### src/rtl/regfile_sb.sv
// Multi-ported integer register file with a pending-write scoreboard.
// Two writeback ports, two combinational read ports, and an issue port that marks destinations busy.
module regfile_sb #(
    parameter int unsigned XLEN   = 32,
    parameter int unsigned NREG   = 32,
    parameter int unsigned BYPASS = 1
) (
    input  logic                     i_clk,
    input  logic                     i_rst,
    input  logic [$clog2(NREG)-1:0]  i_rs1_addr,
    input  logic [$clog2(NREG)-1:0]  i_rs2_addr,
    output logic [XLEN-1:0]          o_rs1_data,
    output logic [XLEN-1:0]          o_rs2_data,
    output logic                     o_rs1_busy,
    output logic                     o_rs2_busy,
    input  logic                     i_wa_en,
    input  logic [$clog2(NREG)-1:0]  i_wa_addr,
    input  logic [XLEN-1:0]          i_wa_data,
    input  logic                     i_wb_en,
    input  logic [$clog2(NREG)-1:0]  i_wb_addr,
    input  logic [XLEN-1:0]          i_wb_data,
    input  logic                     i_iss_en,
    input  logic [$clog2(NREG)-1:0]  i_iss_rd,
    output logic                     o_iss_stall,
    output logic [NREG-1:0]          o_busy_vec
);

    localparam int unsigned AW = $clog2(NREG);
    localparam bit FWD = (BYPASS != 0);

    logic [XLEN-1:0] regs [NREG];
    logic [NREG-1:0] busy;
    logic [NREG-1:0] clr_vec;
    logic [NREG-1:0] set_vec;
    logic [NREG-1:0] busy_live;
    logic [NREG-1:0] busy_rd;
    logic            wa_hit;
    logic            wb_hit;
    logic            iss_accept;

    // Writes to x0 are dropped everywhere, so they neither store, forward nor clear.
    assign wa_hit = i_wa_en && (i_wa_addr != AW'(0));
    assign wb_hit = i_wb_en && (i_wb_addr != AW'(0));

    // Pending bits retired by this cycle's writebacks
    always_comb begin
        clr_vec = '0;
        if (wa_hit) clr_vec[i_wa_addr] = 1'b1;
        if (wb_hit) clr_vec[i_wb_addr] = 1'b1;
    end

    assign busy_live = busy & ~clr_vec;
    assign busy_rd   = FWD ? busy_live : busy;

    // Read mux: port B forward beats port A forward beats storage.
    function automatic logic [XLEN-1:0] read_port(input logic [AW-1:0] addr);
        logic [XLEN-1:0] val;
        val = '0;
        if (addr != AW'(0)) begin
            if (FWD && wb_hit && (i_wb_addr == addr))
                val = i_wb_data;
            else if (FWD && wa_hit && (i_wa_addr == addr))
                val = i_wa_data;
            else
                val = regs[addr];
        end
        return val;
    endfunction

    always_comb begin
        o_rs1_data = read_port(i_rs1_addr);
        o_rs2_data = read_port(i_rs2_addr);
        o_rs1_busy = busy_rd[i_rs1_addr];
        o_rs2_busy = busy_rd[i_rs2_addr];
    end

    // RAW on either source or WAW on the destination holds the issue.
    always_comb begin
        o_iss_stall = 1'b0;
        if (i_iss_en)
            o_iss_stall = o_rs1_busy || o_rs2_busy || busy_live[i_iss_rd];
    end

    assign iss_accept = i_iss_en && !o_iss_stall && (i_iss_rd != AW'(0));
    assign set_vec    = iss_accept ? (NREG'(1) << i_iss_rd) : '0;
    assign o_busy_vec = busy;

    // Scoreboard: an accepted issue overrides a same-cycle retire of the same register.
    always_ff @(posedge i_clk) begin
        if (!i_rst)
            busy <= '0;
        else
            busy <= busy_live | set_vec;
    end

    // Storage: the later port B assignment gives it priority on an address collision.
    always_ff @(posedge i_clk) begin
        if (!i_rst) begin
            for (int unsigned i = 0; i < NREG; i++)
                regs[i] <= '0;
        end else begin
            if (wa_hit) regs[i_wa_addr] <= i_wa_data;
            if (wb_hit) regs[i_wb_addr] <= i_wb_data;
        end
    end

endmodule

### config.mk
export PLATFORM = sky130hd
export DESIGN_NAME = regfile_sb
export DESIGN_NICKNAME = d
export VERILOG_FILES = /design/src/rtl/regfile_sb.sv
export SDC_FILE = /design/constraint.sdc
export NUM_CORES = 2
export LEC_CHECK = 0
export BUFFER_PORTS_ARGS = -buffer_cell sky130_fd_sc_hd__buf_2
export CELL_PAD_IN_SITES_DETAIL_PLACEMENT = 1
export CELL_PAD_IN_SITES_GLOBAL_PLACEMENT = 1
export CORE_ASPECT_RATIO = 0.8
export CORE_MARGIN = 2
export CORE_UTILIZATION = 45
export CTS_BUF_LIST = sky130_fd_sc_hd__clkbuf_8 sky130_fd_sc_hd__clkbuf_16
export DETAILED_ROUTE_END_ITERATION = 7
export PLACE_DENSITY = 0.7
export RECOVER_POWER = 50
export SLEW_MARGIN = 10
export SYNTH_ARGS = -nofsm -noshare
export SYNTH_HDL_FRONTEND = slang
export SYNTH_SLANG_ARGS = --single-unit
### constraint.sdc
create_clock -name i_clk -period 4.5 [get_ports i_clk]
set_clock_uncertainty 0.2 [all_clocks]
set_input_delay 0.675 -clock i_clk [delete_from_list [all_inputs] [get_ports i_clk]]
set_output_delay 0.675 -clock i_clk [all_outputs]
set_load 0.01 [all_outputs]
==> flow_metrics.tcl <==
set metrics [dict create \
    status "finished with violations" \
    violations "max-capacitance violations, max-slew violations, negative setup slack" \
    hold_violations 0 \
    r2r_end "o_busy_vec[21]" \
    hp-class "input port to flip-flop" \
    drc 0 \
    worst_ep_arrival_time_ns 3.67 \
    overflow 0 \
    hold_ws_ns 0.173 \
    clkPwrFrac_pct 36.7 \
    period_needed_ns 4.54 \
    synth-seq-cells 1056 \
    p_leak_nw 23.8 \
    critical_path_peak_fanout 7 \
    antenna_found_initial 31 \
    end_kind "primary output" \
    synth_edf_count 1024 \
    die_h_um 337 \
    p_seq_share_pct 46.5 \
    power_mw 25.3 \
    port_buffers 192 \
    grt_max_degree 70 \
    finalMaxSlewViolations 700 \
    cts_tree "built" \
    max_slew_margin_pct -91.6 \
    synth.distinct_cells 69 \
    r2r.worst_path.cells 7 \
    clk_latency_ns 0.79 \
    place_congestion 0.995 \
    drtIter0Drc 9062 \
    ir_drop_uv 381 \
    synthFlopType "edfxtp_1" \
    swShare_pct 28.2 \
    r2r_slack_ns 1.32 \
    numCtsBuffers 112 \
    netlist_area_um2 62300 \
    h-tree-depth 3 \
    syn_to_final_growth_pct 13.3 \
    core_um2 138000 \
    power_switching_mw 7.12 \
    comb_power_share_pct 16.7 \
    setup_violations 10 \
    routed_wl_um 296000 \
    grt_pass1_wl_um 403000 \
    maxCapViolations 25 \
    cts_setup_buffers 0 \
    cts-root-buf "clkbuf_16" \
    path_class "input port to primary output" \
    fin_nets 4356 \
    synth_area_per_cell_um2 14.7 \
    hpwl_um 175000 \
    timing.rr.start "o_busy_vec[14]" \
    grt_pass1_vias 49300 \
    track_usage_pct 41.5 \
    min_from "i_iss_rd[2]" \
    ctsLongestPathBuffers 3 \
    die_w_um 420 \
    internal-power_mw 18.1 \
    min_to "o_busy_vec[29]" \
    syn_inst 4227 \
    fin_ws_ns -0.0411 \
    design.portCount 193 \
    async_flop_share_pct 0 \
    hold-path-cell-count 3 \
    cts.sinks 1056 \
    crit_required_ns 3.62 \
    placementRows 122 \
    placed_cell_area_um2 67600 \
    max_freq_mhz 220 \
    preCtsSetupSlack_ns 0.0216 \
    dieArea_um2 142000 \
    post-route-period-util_pct 101 \
    synth_warnings 0 \
    vias_per_cell 7.99 \
    p_per_area_nw_per_um2 357 \
    clk_pin_slew_ns 0.06 \
    dr.pass1.iters 6 \
    ant_nets 0 \
    start_kind "input port" \
    dr_total_vias 49800 \
    post_drt_wl_per_cell_um 47.5 \
    design_area_um2 70600 \
    ys_seq_area_share_pct 50.4 \
    start_util_pct 45.2 \
    rsz0062_at_grt "false" \
    drive_above_1_share_pct 32.3 \
    tightest_slew_ns 2.87 \
]
[worst max path at each step]
stage | endpoint | slack, ns | startpoint | cells past startpoint
after floorplan | o_rs2_data[10] | 0.41 | i_rs2_addr[0] | 8
after global placement | o_iss_stall | 0.01 | i_wb_addr[0] | 12
after detailed placement | o_iss_stall | 0.02 | i_wb_addr[0] | 12
after CTS | o_iss_stall | 0.006 | i_wb_addr[0] | 12
after global routing | o_iss_stall | 0.02 | i_wa_addr[3] | 10
final | o_iss_stall | -0.04 | i_wb_addr[0] | 12
[final cells by class]
cell class / count / area [um^2]
Antenna cell: 21 / 52.6
Inverter: 7 / 28.8
Sequential cell: 1056 / 31400
Multi-Input combinational cell: 2497 / 28700
Clock inverter: 94 / 683
Timing Repair Buffer: 588 / 4620
Fill cell: 13000 / 67200
Tap cell: 1860 / 2330
Clock buffer: 114 / 2840
[power by group through the flow]
| stage | Clock (mW) | Combinational (mW) | Sequential [mW] |
|---|---|---|---|
| floorplan | 0 | 2.41 | 11.8 |
| global placement | 0 | 4.07 | 11.8 |
| detailed placement | 0 | 4.11 | 11.9 |
| CTS | 9.27 | 4.13 | 11.7 |
| global route | 9.60 | 4.28 | 11.8 |
| finish | 9.28 | 4.22 | 11.8 |
[placed cells by master (no fill, tap or decap), drive strengths merged, types with 7 or more instances in the layout]
master  instances
a21oi          74
nor2          184
xnor2          12
edfxtp       1024
a211oi         34
o21ai          36
nor3           85
a22o          974
mux2i         102
dfxtp          32
clkinv         48
mux4          641
nand4b          8
buf           504
inv            39
nand3          33
o221ai         39
o41ai          26
o32ai          10
nand2b          9
diode          21
bufinv          8
clkbuf        198
nand4           7
or3             8
conb           32
nand2          88
xor2            8
[per-stage QoR]
| step | cells | setup TNS [ns] | util, % |
|---|---|---|---|
| 6_report | 6237 | -0.165 | 51.2 |
| 5_1_grt | 6229 | 0 | 51.2 |
| 4_1_cts | 6216 | 0 | 51.6 |
| 3_5_place_dp | 6008 | 0 | 49.1 |
| 3_3_place_gp | 6008 | 0 | 49.1 |
| 2_1_floorplan | 4258 | 0 | - |
[cell families (layout without fill, tap and decap cells)]
kind of cell	Yosys count	after routing	share of synthesized area, %
buffers and inverters	705	803	4.37
xor gates and xnor gates	20	20	0.281
DFF	1056	1056	50.4
muxes	745	745	24.8
other	1	53	0.00602
AOI/OAI and AO/OA	1231	1231	16.6
and+or+nand+nor	469	469	3.54
[sequential cells by signal (all words and copies together), names as in the netlist]
register / flops
o_busy_vec: 32
regs: 1024
[Yosys cell counts (all sizes together), types with 4 or more instances]
cell	number	share of area (%)
inv	7	0.042
nor2b	6	0.060
nand4bb	6	0.11
nor4	5	0.050
o41ai	26	0.38
xnor2	12	0.17
buf	120	0.79
nor2	184	1.1
nand4b	8	0.11
mux2i	102	1.6
a211oi	34	0.41
nand4	7	0.070
o211ai	6	0.072
o221a	5	0.090
nor3b	5	0.060
o21ai	36	0.29
edfxtp	1024	49
nand2	88	0.53
o221ai	39	0.56
a22o	974	14
a21oi	74	0.59
nor3	85	0.68
dfxtp	32	1.0
a2111oi	6	0.094
clkbuf	578	3.5
o32ai	10	0.14
or2	5	0.050
mux4	641	23
or3	8	0.080
xor2	8	0.11
and3	5	0.050
nand3	33	0.26
a221oi	4	0.056
nand2b	9	0.090
[worst max-delay path: stages]
cell and delay [ns]:
buf_2 0.19, nand2b_1 0.33, buf_4 0.22, buf_4 0.15, nor2_1 0.06, nor3b_1 0.33, a21oi_1 0.12, a2111oi_1 0.80
buf_4 0.25, or4_1 0.19, o41a_1 0.20, buf_2 0.14
[metal layers]
| layer | vias up | routed length, um | global-route usage, % |
|---|---|---|---|
| li1 | 18000 | - | - |
| met1 | 25800 | 103000 | 54.3 |
| met2 | 4886 | 124000 | 58.1 |
| met3 | 1176 | 47600 | 16.9 |
| met4 | 28 | 20800 | 24.2 |
| met5 | - | 284 | 0.475 |
[timing repair]
| item | CTS | global route |
|---|---|---|
| hold buffers | 0 | 0 |
| setup endpoints to repair | 0 | 1 |
| gates resized for setup | 0 | 2 |
Power figures use the tool's default switching activity.
